==> src/rtl/i2c_bus_arbiter.sv <==
// Round-robin front end sharing one i2c_master byte engine between two requesters,
// with retry on master error, a per-attempt watchdog and a req/ack return path.
module i2c_bus_arbiter #(
    parameter logic [6:0]  DEV_ADDR  = 7'h50,
    parameter int unsigned MAX_RETRY = 2,
    parameter int unsigned RETRY_GAP = 200,
    parameter int unsigned TIMEOUT   = 65535
) (
    input  logic       clk,
    input  logic       rst_n,
    input  logic       req0,
    input  logic       req1,
    input  logic       rw0,
    input  logic       rw1,
    input  logic [7:0] baddr0,
    input  logic [7:0] baddr1,
    input  logic [7:0] wdata0,
    input  logic [7:0] wdata1,
    output logic       ack0,
    output logic       ack1,
    output logic [7:0] rdata,
    output logic [1:0] status,
    output logic       busy,
    output logic       m_start,
    output logic       m_rw,
    output logic [6:0] m_addr,
    output logic [7:0] m_byte_address,
    output logic [7:0] m_din,
    input  logic [7:0] m_dout,
    input  logic       m_byte_done,
    input  logic       m_error
);
    localparam logic [1:0] ST_OK      = 2'b00;
    localparam logic [1:0] ST_ERROR   = 2'b01;
    localparam logic [1:0] ST_TIMEOUT = 2'b10;

    typedef enum logic [2:0] {
        S_IDLE,
        S_ISSUE,
        S_WAIT,
        S_GAP,
        S_RESPOND
    } state_t;

    state_t      r_state;
    logic        r_grant;
    logic        r_last_grant;
    logic [7:0]  r_attempts;
    logic [15:0] r_tmo_cnt;
    logic [15:0] r_gap_cnt;
    logic        r_done_q;
    logic        r_done_q2;
    logic        r_err_q;
    logic        r_err_q2;
    logic        r_ack0;
    logic        r_ack1;
    logic        r_busy;
    logic        r_m_start;
    logic        r_m_rw;
    logic [7:0]  r_rdata;
    logic [7:0]  r_m_baddr;
    logic [7:0]  r_m_din;
    logic [1:0]  r_status;

    logic        w_pick1;
    logic        w_done_rise;
    logic        w_err_rise;
    logic        w_tmo_hit;
    logic        w_retry_ok;
    logic        w_gap_done;
    logic [15:0] w_tmo_next;

    // With both requests pending, the requester not served last wins.
    assign w_pick1     = req1 & (~req0 | ~r_last_grant);
    assign w_done_rise = r_done_q & ~r_done_q2;
    assign w_err_rise  = r_err_q & ~r_err_q2;
    assign w_tmo_next  = r_tmo_cnt + 16'd1;
    assign w_tmo_hit   = (w_tmo_next == 16'(TIMEOUT - 1));
    assign w_retry_ok  = ({24'd0, r_attempts} < MAX_RETRY);
    assign w_gap_done  = (({16'd0, r_gap_cnt} + 32'd1) >= RETRY_GAP);

    always_ff @(posedge clk or negedge rst_n) begin
        if (!rst_n) begin
            r_done_q  <= 1'b0;
            r_done_q2 <= 1'b0;
            r_err_q   <= 1'b0;
            r_err_q2  <= 1'b0;
        end else begin
            r_done_q  <= m_byte_done;
            r_done_q2 <= r_done_q;
            r_err_q   <= m_error;
            r_err_q2  <= r_err_q;
        end
    end

    always_ff @(posedge clk or negedge rst_n) begin
        if (!rst_n) begin
            r_state      <= S_IDLE;
            r_grant      <= 1'b0;
            r_last_grant <= 1'b1;
            r_attempts   <= 8'd0;
            r_tmo_cnt    <= 16'd0;
            r_gap_cnt    <= 16'd0;
            r_ack0       <= 1'b0;
            r_ack1       <= 1'b0;
            r_busy       <= 1'b0;
            r_m_start    <= 1'b0;
            r_m_rw       <= 1'b0;
            r_rdata      <= 8'd0;
            r_m_baddr    <= 8'd0;
            r_m_din      <= 8'd0;
            r_status     <= ST_OK;
        end else begin
            r_ack0    <= 1'b0;
            r_ack1    <= 1'b0;
            r_m_start <= 1'b0;
            case (r_state)
                S_IDLE: begin
                    if (req0 || req1) begin
                        r_grant    <= w_pick1;
                        r_m_rw     <= w_pick1 ? rw1 : rw0;
                        r_m_baddr  <= w_pick1 ? baddr1 : baddr0;
                        r_m_din    <= w_pick1 ? wdata1 : wdata0;
                        r_busy     <= 1'b1;
                        r_attempts <= 8'd0;
                        r_state    <= S_ISSUE;
                    end
                end
                S_ISSUE: begin
                    // The master must be back in its idle state before a new start.
                    if (!m_byte_done && !m_error) begin
                        r_m_start <= 1'b1;
                        r_tmo_cnt <= 16'd0;
                        r_state   <= S_WAIT;
                    end
                end
                S_WAIT: begin
                    if (w_done_rise) begin
                        if (r_m_rw) begin
                            r_rdata <= m_dout;
                        end
                        r_status <= ST_OK;
                        r_state  <= S_RESPOND;
                    end else if (w_err_rise) begin
                        if (w_retry_ok) begin
                            r_attempts <= r_attempts + 8'd1;
                            r_gap_cnt  <= 16'd0;
                            r_state    <= S_GAP;
                        end else begin
                            r_status <= ST_ERROR;
                            r_state  <= S_RESPOND;
                        end
                    end else if (w_tmo_hit) begin
                        r_status <= ST_TIMEOUT;
                        r_state  <= S_RESPOND;
                    end else begin
                        r_tmo_cnt <= w_tmo_next;
                    end
                end
                S_GAP: begin
                    if (w_gap_done) begin
                        r_state <= S_ISSUE;
                    end else begin
                        r_gap_cnt <= r_gap_cnt + 16'd1;
                    end
                end
                S_RESPOND: begin
                    r_ack0       <= ~r_grant;
                    r_ack1       <= r_grant;
                    r_last_grant <= r_grant;
                    r_busy       <= 1'b0;
                    r_state      <= S_IDLE;
                end
                default: r_state <= S_IDLE;
            endcase
        end
    end

    assign ack0           = r_ack0;
    assign ack1           = r_ack1;
    assign rdata          = r_rdata;
    assign status         = r_status;
    assign busy           = r_busy;
    assign m_start        = r_m_start;
    assign m_rw           = r_m_rw;
    assign m_addr         = DEV_ADDR;
    assign m_byte_address = r_m_baddr;
    assign m_din          = r_m_din;

endmodule

==> config.mk <==
export PLATFORM = sky130hd
export DESIGN_NAME = i2c_bus_arbiter
export DESIGN_NICKNAME = d
export VERILOG_FILES = /design/src/rtl/i2c_bus_arbiter.sv
export SDC_FILE = /design/constraint.sdc
export NUM_CORES = 1
export LEC_CHECK = 0
export BUFFER_PORTS_ARGS = -buffer_cell sky130_fd_sc_hd__clkbuf_2
export CAP_MARGIN = 10
export CORE_ASPECT_RATIO = 1.25
export CORE_MARGIN = 2
export CORE_UTILIZATION = 43
export CTS_BUF_LIST = sky130_fd_sc_hd__clkbuf_4
export CTS_CLUSTER_SIZE = 40
export DETAILED_ROUTE_END_ITERATION = 10
export HOLD_SLACK_MARGIN = 0.08
export PLACE_DENSITY = 0.65
export RECOVER_POWER = 100
export SLEW_MARGIN = 20
export SYNTH_ARGS = -nofsm -noshare
export SYNTH_HDL_FRONTEND = slang
export SYNTH_SLANG_ARGS = --single-unit
export TNS_END_PERCENT = 100
==> constraint.sdc <==
create_clock -name clk -period 4.7 [get_ports clk]
set_input_delay 0.705 -clock clk [delete_from_list [all_inputs] [get_ports clk]]
set_output_delay 0.705 -clock clk [all_outputs]
set_load 0.005 [all_outputs]
==> results.txt, run 1 <==
----------------------------------------------------
[Floorplanning]
  Initial Utilization ... 43.6%
  Die height ... 114 um
  Area inside the core boundary ... 9510 um2
  Die width ... 91.8 um
  Die footprint ... 10,400 um2
  Boundary Pins ... 86
  Number of placement rows ... 40

[Status]
  Status ... complete, but fails checks
  Failing checks ... capacitance limit, slew limit

[Final layout]
  Count of non-filler cells in the finished layout ... 616
  Count of antenna diodes in the layout ... 0
  Area of combinational cells with multiple inputs ... 1960 um2
  Design Area, Final ... 4680 um2
  Nets ... 537
  Share of the core filled with cells ... 49.3%
  Share of final-layout standard cells stronger than drive strength 1 ... 20.0%
  Sequential cell area in the final layout ... 2000 um2
  Filler Cell Count ... 905
  Synth-to-Final Area Change ... 13.0%

[Setup path]
  Reg-to-reg startpoint ... r_tmo_cnt[0]$_DFFE_PN0P_
  Endpoint arrival time on the critical path ... 3800 ps
  Critical path startpoint ... r_tmo_cnt[0]$_DFFE_PN0P_
  Data required time at the worst endpoint ... 5040 ps
  CP Capture Type ... register
  Crit start category ... register
  Worst-path maximum fanout ... 17
  Critical path class ... register to register

[Route]
  Vias post-DR ... 3,318
  Highest metal layer used by the detailed router ... met4
  Sum of routed wire segments on met1 ... 3.70 mm
  Detailed-route wire length per cell ... 14.0 um
  Detail Route Antenna Nets ... 0
  Post-Route WL ... 8.65 mm
  Drc violations ... 0
  Met2 layer wire length in the routed design ... 4.53 mm
  Post-DR vias/cell ... 5.39
  Initial DRC count ... 137
  Metal3 WL ... 290 um
  Number of optimization iterations in the first detailed-route pass ... 5

[Synthesis]
  Leading register cell type out of synthesis ... dfrtp_1
  FF+latch count, synth ... 80
  Number of enable-type register cells in the synthesized netlist ... 0
  Gate count after technology mapping ... 420
  Synth area leader ... dfrtp_1
  Number of library cell types mapped by synthesis ... 62
  FFs w/ async S/R, synth ... 100%
  Main area contributors after synthesis ... dfrtp_1 (48%), mux2i_1 (5.6%), nor2_1 (3.8%)
  Sequential fraction of the synthesis area ... 48.3%
  Netlist area before placement ... 4150 um2
  Number of warnings reported in the yosys synthesis log ... 0
  Top cell type's share of synthesized area ... 47.7%
  Mean post-synth cell area ... 9.87 um2

[Power]
  Net load switching power ... 0.000785 W
  Part of the power in combinational logic ... 30.8%
  Internal ... 0.00131 W
  Leakage power total ... 2.11 nW
  PwrDens ... 446 nW/um2
  Power share of the clock group ... 20.8%
  Share of total power in sequential cells ... 48.4%
  Highest ir drop seen on vdd ... 0.263 mV
  Net switching fraction of the power ... 37.5%

[Placement]
  Weighted congestion at the end of routability-driven global placement ... 0.923
  Post-detail-place hpwl ... 6.17 mm
  Post-detailed-placement cell area ... 4570 um2
  Setup slack after placement ... 1700 ps
  Number of buffers added on ports ... 78
  Placed cell count ... 600

[Timing]
  Fin worst setup slack ... 1240 ps
  Worst clock skew ... 24.3 ps
  Final critical-path required period ... 3460 ps
  Total Negative Setup Slacks ... 0 ps
  FMAX ... 289 MHz
  Finish-stage setup viols ... 0
  Max transition margin ... -6.09%
  Ratio of final minimum period to clock period ... 73.7%
  Transition time at the pin with the least slew margin ... 1590 ps
  RSZ-0062 raised after global routing ... no
  Number of hold-slack violations in the final timing report ... 0
  Max Slew Vio Count ... 42

[Clocking]
  Clock transition at the register clock pins on the worst setup and hold paths after CTS ... 140 ps
  CTS-repair resized insts ... 0
  Clock latency on the worst-skew pair ... 440 ps
  Buffers from clock root to sink, at most ... 2
  Number of setup buffers added after CTS ... 0
  Clock Sink Count ... 80
  Total clock buffers created by CTS ... 9
  Clock tree root buffer cell ... clkbuf_4
  TritonCTS clock tree ... done
  Deepest level of the CTS H-tree ... 3
  Post-CTS Hold Fix Bufs ... 0

[Global route]
  Overall global routing resource usage ... 17.1%
  Global-route wire length before repair ... 14.5 mm
  Largest net degree at the start of global routing ... 81
  Vias in the first global route ... 3,199
  Initial antenna violation count ... 0
  GR Overflow Total ... 0

[Worst hold path]
  Min-delay worst type ... input pin to asynchronous set/reset pin

[Flow run]
  Maximum Capacitance Violations ... 1

----------------------------------------------------
-- path summary, 6_finish.rpt --
path	end	slack (ps)	depth (start not counted)
worst max-delay path	r_tmo_cnt[0]$_DFFE_PN0P_	1240	8
worst min-delay path	r_tmo_cnt[2]$_DFFE_PN0P_	270	1
worst max register to register	r_tmo_cnt[0]$_DFFE_PN0P_	1240	8
worst min register to register	r_err_q2$_DFF_PN0_	380	0
max in group asynchronous	r_gap_cnt[1]$_DFFE_PN0P_	3920	1
min in group clk	r_err_q2$_DFF_PN0_	380	0
-- state kept, by name, summed over array words and instances (netlist names), 2 cells and up --
| signal | cells |
|---|---|
| r_gap_cnt | 16 |
| r_tmo_cnt | 16 |
| m_byte_address | 8 |
| m_din | 8 |
| r_attempts | 8 |
| rdata | 8 |
| r_state | 3 |
| status | 2 |
-- kinds of logic after synthesis --
logic type | count (synthesis) | share of synthesized area (%)
xor gates and xnor gates | 7 | 1.48
adders and majority gates | 4 | 1.21
DFF | 80 | 48.3
and+or+nand+nor | 172 | 21.3
AOI/OAI and AO/OA | 84 | 14.9
buffers and inverters | 40 | 4.89
muxes | 31 | 7.73
other | 2 | 0.181
-- per-layer routing --
metal | track usage [%] | vias up
met1 | 21.7 | 1601
li1 | - | 1636
met2 | 28.8 | 70
met4 | 6.67 | 0
met5 | 0 | -
met3 | 3.37 | 11
-- placed cells by master, fill, tap and decap left out, types with 5 or more instances in the layout --
cell / Yosys / final
dfrtp_1: 79 / 79
clkbuf_2: 1 / 56
nor2_1: 42 / 42
nand2_1: 30 / 30
nand3_1: 27 / 27
a21oi_1: 26 / 26
mux2i_1: 23 / 23
clkbuf_1: 15 / 23
nor3_1: 10 / 10
inv_1: 9 / 9
nor2b_1: 9 / 9
and2_0: 1 / 9
clkbuf_4: 0 / 9
o21ai_0: 8 / 8
nand2b_1: 8 / 8
mux2_2: 8 / 8
nor4_1: 7 / 7
a31o_2: 7 / 7
conb_1: 2 / 7
nand4_1: 6 / 6
o31ai_1: 6 / 6
xor2_1: 5 / 5
nand3b_1: 5 / 5
-- cells in the mapped netlist (all sizes together) (2+ instances only) --
cell type and count:
nand3b 5, nand4b 2, or2 3, o31ai 10, a31o 8, o22ai 2, a21boi 2, a21o 4
dfrtp 79, or3 3, nand2b 8, xnor2 2, mux2 8, nor3 10, and3 4, clkbuf 16
nand4 6, inv 9, nand2 30, mux2i 23, a2111oi 2, xor2 5, a31oi 4, ha 4
nor2b 9, o211ai 3, nor4 8, o311ai 4, and2 10, nor2 42, nand3 28, buf 15
conb 2, o21ai 8, a21oi 26, o22a 3
-- power groups by stage --
stage | clock, W | sequential, W | combinational, W
3_3_place_gp | 0 | 0.00102 | 0.000654
5_1_grt | 0.000488 | 0.00104 | 0.000730
6_report | 0.000435 | 0.00101 | 0.000643
3_5_place_dp | 0 | 0.00103 | 0.000675
4_1_cts | 0.000454 | 0.00101 | 0.000675
2_1_floorplan | 0 | 0.000990 | 0.000467
-- critical path, stage by stage, from the launching register on --
cell and delay, ps:
dfrtp_1 490, ha_1 350, nand3_1 240, nor4_1 280, xor2_1 170, o211ai_1 90, and4b_1 390, or2_0 1080
mux2i_1 280
-- area by class of cell --
class	instances	area share (%)
clock buffers	9	1.44
clock inverters	7	1.79
inverters	9	0.721
multi-input cells	305	41.8
flip-flops and latches	80	42.8
well taps	126	3.37
repair buffers	80	8.07
-- through the flow --
step | hold slack (ps) | total power [W]
floorplan | 355 | 0.00146
global placement | 363 | 0.00167
detailed placement | 368 | 0.00170
CTS | 358 | 0.00214
global route | 306 | 0.00226
finish | 274 | 0.00209
Note: power is estimated with default switching activity, not from simulation.
==> run 2, diff against run 1 <==
Settings changed: PLACE_DENSITY 0.65 to 0.68.
Clock period 4.7 ns to 3.01 ns, I/O delays scaled along.
==> run 2 against run 1 <==
  * The flow still finishes with violations (capacitance limit, slew limit)
  * First-iteration DRC count increased by 64%
  * Global-route usage up 0.18 points
  * Critical path depth up 1
  * Worst hold slack lost 130 ps
  * Design area increased by 0.94%
  * Largest cell class unchanged
==> results.txt, run 2 (same netlist as run 1, synthesis figures left out) <==
----------------------------------------------------
[Status]
  Status ... complete, but fails checks (unchanged)
  Failing checks ... capacitance limit, slew limit (unchanged)

[Final layout]
  Synth-to-Final Area Change ... 14.0% (was 13.0%)
  Count of non-filler cells in the finished layout ... 627 (was 616)
  Nets ... 548 (was 537)
  Largest registers ranked by flip-flop count ... r_gap_cnt x16, r_tmo_cnt x16 (unchanged)
  Share of final-layout standard cells stronger than drive strength 1 ... 20.4% (was 20.0%)
  Count of antenna diodes in the layout ... 0 (unchanged)
  Commonest non-fill, non-tap cells in the layout ... dfrtp_1 (79), clkbuf_2 (57), nor2_1 (42), nand2_1 (30), clkbuf_1 (29) (was dfrtp_1 (79), clkbuf_2 (56), nor2_1 (42), nand2_1 (30), nand3_1 (27))
  Design Area, Final ... 4730 um2 (was 4680 um2)
  Leading cell type in the layout, fill and taps excluded ... dfrtp_1 (unchanged)
  Share of the core filled with cells ... 49.7% (was 49.3%)

[Timing]
  Max Slew Vio Count ... 81 (was 42)
  FMAX ... 367 MHz (was 289 MHz)
  Transition time at the pin with the least slew margin ... 1920 ps (was 1590 ps)
  Number of hold-slack violations in the final timing report ... 0 (unchanged)
  Total Negative Setup Slacks ... 0 ps (unchanged)
  Final critical-path required period ... 2720 ps (was 3460 ps)
  RSZ-0062 raised after global routing ... no (unchanged)
  Finish-stage setup viols ... 0 (unchanged)
  Worst clock skew ... 20.0 ps (was 24.3 ps)
  Ratio of final minimum period to clock period ... 90.5% (was 73.7%)
  Max transition margin ... -28.2% (was -6.09%)

[Clocking]
  Buffers from clock root to sink, at most ... 2 (unchanged)
  TritonCTS clock tree ... done (unchanged)
  Total clock buffers created by CTS ... 9 (unchanged)
  Clock latency on the worst-skew pair ... 420 ps (was 440 ps)
  Clock tree root buffer cell ... clkbuf_4 (unchanged)
  Deepest level of the CTS H-tree ... 3 (unchanged)
  Clock Sink Count ... 80 (unchanged)
  Number of setup buffers added after CTS ... 0 (unchanged)
  Clock transition at the register clock pins on the worst setup and hold paths after CTS ... 140 ps (about the same)

[Setup path]
  Endpoint of the worst-slack reg-to-reg timing path ... r_tmo_cnt[1]$_DFFE_PN0P_ (was r_tmo_cnt[0]$_DFFE_PN0P_)
  Critical path capture point ... r_tmo_cnt[1]$_DFFE_PN0P_ (was r_tmo_cnt[0]$_DFFE_PN0P_)
  Critical path startpoint ... r_tmo_cnt[0]$_DFFE_PN0P_ (unchanged)
  Critical path class ... register to register (unchanged)
  Endpoint arrival time on the critical path ... 3080 ps (was 3800 ps)
  CP Capture Type ... register (unchanged)
  FF-to-FF path depth ... 9 (was 8)
  Data required time at the worst endpoint ... 3360 ps (was 5040 ps)
  Reg-to-reg startpoint ... r_tmo_cnt[0]$_DFFE_PN0P_ (unchanged)
  Worst-path maximum fanout ... 10 (was 17)
  Crit start category ... register (unchanged)
  Reg2reg setup slack ... 290 ps (was 1240 ps)

[Placement]
  Placed cell count ... 610 (was 600)
  Post-detail-place hpwl ... 6.21 mm (was 6.17 mm)
  Weighted congestion at the end of routability-driven global placement ... 0.935 (was 0.923)
  Number of buffers added on ports ... 78 (unchanged)
  Post-detailed-placement cell area ... 4640 um2 (was 4570 um2)

[Worst hold path]
  Worst hold start ... m_byte_done
  Cells on Worst Hold Path ... 1
  Min-delay worst type ... input pin to register (was input pin to asynchronous set/reset pin)

[Flow run]
  Maximum Capacitance Violations ... 1 (unchanged)

[Power]
  PwrDens ... 707 nW/um2 (was 446 nW/um2)
  Net load switching power ... 0.00121 W (was 0.000785 W)
  Highest ir drop seen on vdd ... 0.434 mV (was 0.263 mV)
  Part of the power in combinational logic ... 30.7% (was 30.8%)
  Power share of the clock group ... 21.9% (was 20.8%)
  Leakage power total ... 2.14 nW (was 2.11 nW)
  Share of total power in sequential cells ... 47.4% (was 48.4%)
  Internal ... 0.00214 W (was 0.00131 W)
  Net switching fraction of the power ... 36.1% (was 37.5%)

[Floorplanning]
  Die height ... 114 um (unchanged)
  Initial Utilization ... 43.6% (unchanged)
  Boundary Pins ... 86 (unchanged)
  Number of placement rows ... 40 (unchanged)
  Area inside the core boundary ... 9510 um2 (unchanged)
  Die width ... 91.8 um (unchanged)
  Die footprint ... 10,400 um2 (unchanged)

[Route]
  Post-Route WL ... 8.74 mm (was 8.65 mm)
  Post-DR vias/cell ... 5.40 (was 5.39)
  Sum of routed wire segments on met1 ... 3.86 mm (was 3.70 mm)
  Drc violations ... 0 (unchanged)
  Vias post-DR ... 3,383 (was 3,318)
  Met2 layer wire length in the routed design ... 4.41 mm (was 4.53 mm)
  Initial DRC count ... 224 (was 137)
  Detailed-route wire length per cell ... 13.9 um (was 14.0 um)
  Number of optimization iterations in the first detailed-route pass ... 4 (was 5)
  Detail Route Antenna Nets ... 0 (unchanged)
  Metal3 WL ... 318 um (was 290 um)
  Highest metal layer used by the detailed router ... met4 (unchanged)

[Global route]
  Largest net degree at the start of global routing ... 81 (unchanged)
  Vias in the first global route ... 3,204 (was 3,199)
  Global-route wire length before repair ... 14.8 mm (was 14.5 mm)
  GR Overflow Total ... 0 (unchanged)
  Initial antenna violation count ... 0 (unchanged)
  Overall global routing resource usage ... 17.3% (was 17.1%)

----------------------------------------------------
-- run 2: how the worst min path moves through the flow --
stage and to:
2_1_floorplan ack0$_DFF_PN0_, 3_3_place_gp r_done_q2$_DFF_PN0_, 3_5_place_dp r_err_q2$_DFF_PN0_, 4_1_cts r_done_q$_DFF_PN0_
5_1_grt r_err_q$_DFF_PN0_, 6_report r_done_q$_DFF_PN0_
-- run 2: stage by stage --
step	hold WS (ps)	setup slack [ps]	power, W
2_1_floorplan	156	547	0.00228
3_3_place_gp	361	297	0.00266
3_5_place_dp	371	224	0.00270
4_1_cts	126	187	0.00343
5_1_grt	104	71.8	0.00360
6_report	145	287	0.00334
-- run 2: area by class of cell --
class                           count  area, um2
Fill cell                         912       4780
Sequential cell                    80       2000
Inverter                            9       33.8
Clock inverter                      6       91.3
Clock buffer                       10       75.1
Timing Repair Buffer               91        434
Multi-Input combinational cell    305       1930
Tap cell                          126        158
-- run 2: critical path: stages, from the launching register on --
cell	delay [ps]
dfrtp_1	510
ha_1	350
nand3_1	250
nor4_1	300
xor2_1	180
o211ai_1	90
and4b_4	380
or2_4	200
clkbuf_2	200
mux2i_1	200
-- run 2: power by group through the flow --
stage	Sequential [W]	Clock, W	Combinational (W)
floorplan	0.00155	0	0.000730
CTS	0.00158	0.000748	0.00110
global placement	0.00159	0	0.00106
finish	0.00158	0.000733	0.00103
detailed placement	0.00160	0	0.00110
global route	0.00162	0.000810	0.00117
-- run 2: layer usage --
metal / vias up / track usage, %
li1: 1645 / -
met1: 1633 / 22.6
met2: 91 / 28.6
met3: 14 / 2.58
met4: 0 / 7.46
met5: - / 0
-- run 2: what timing repair did --
item	CTS	global route
resized for setup	0	1
endpoints found under the hold margin	0	8
hold buffers	0	1
setup endpoints to repair	0	9
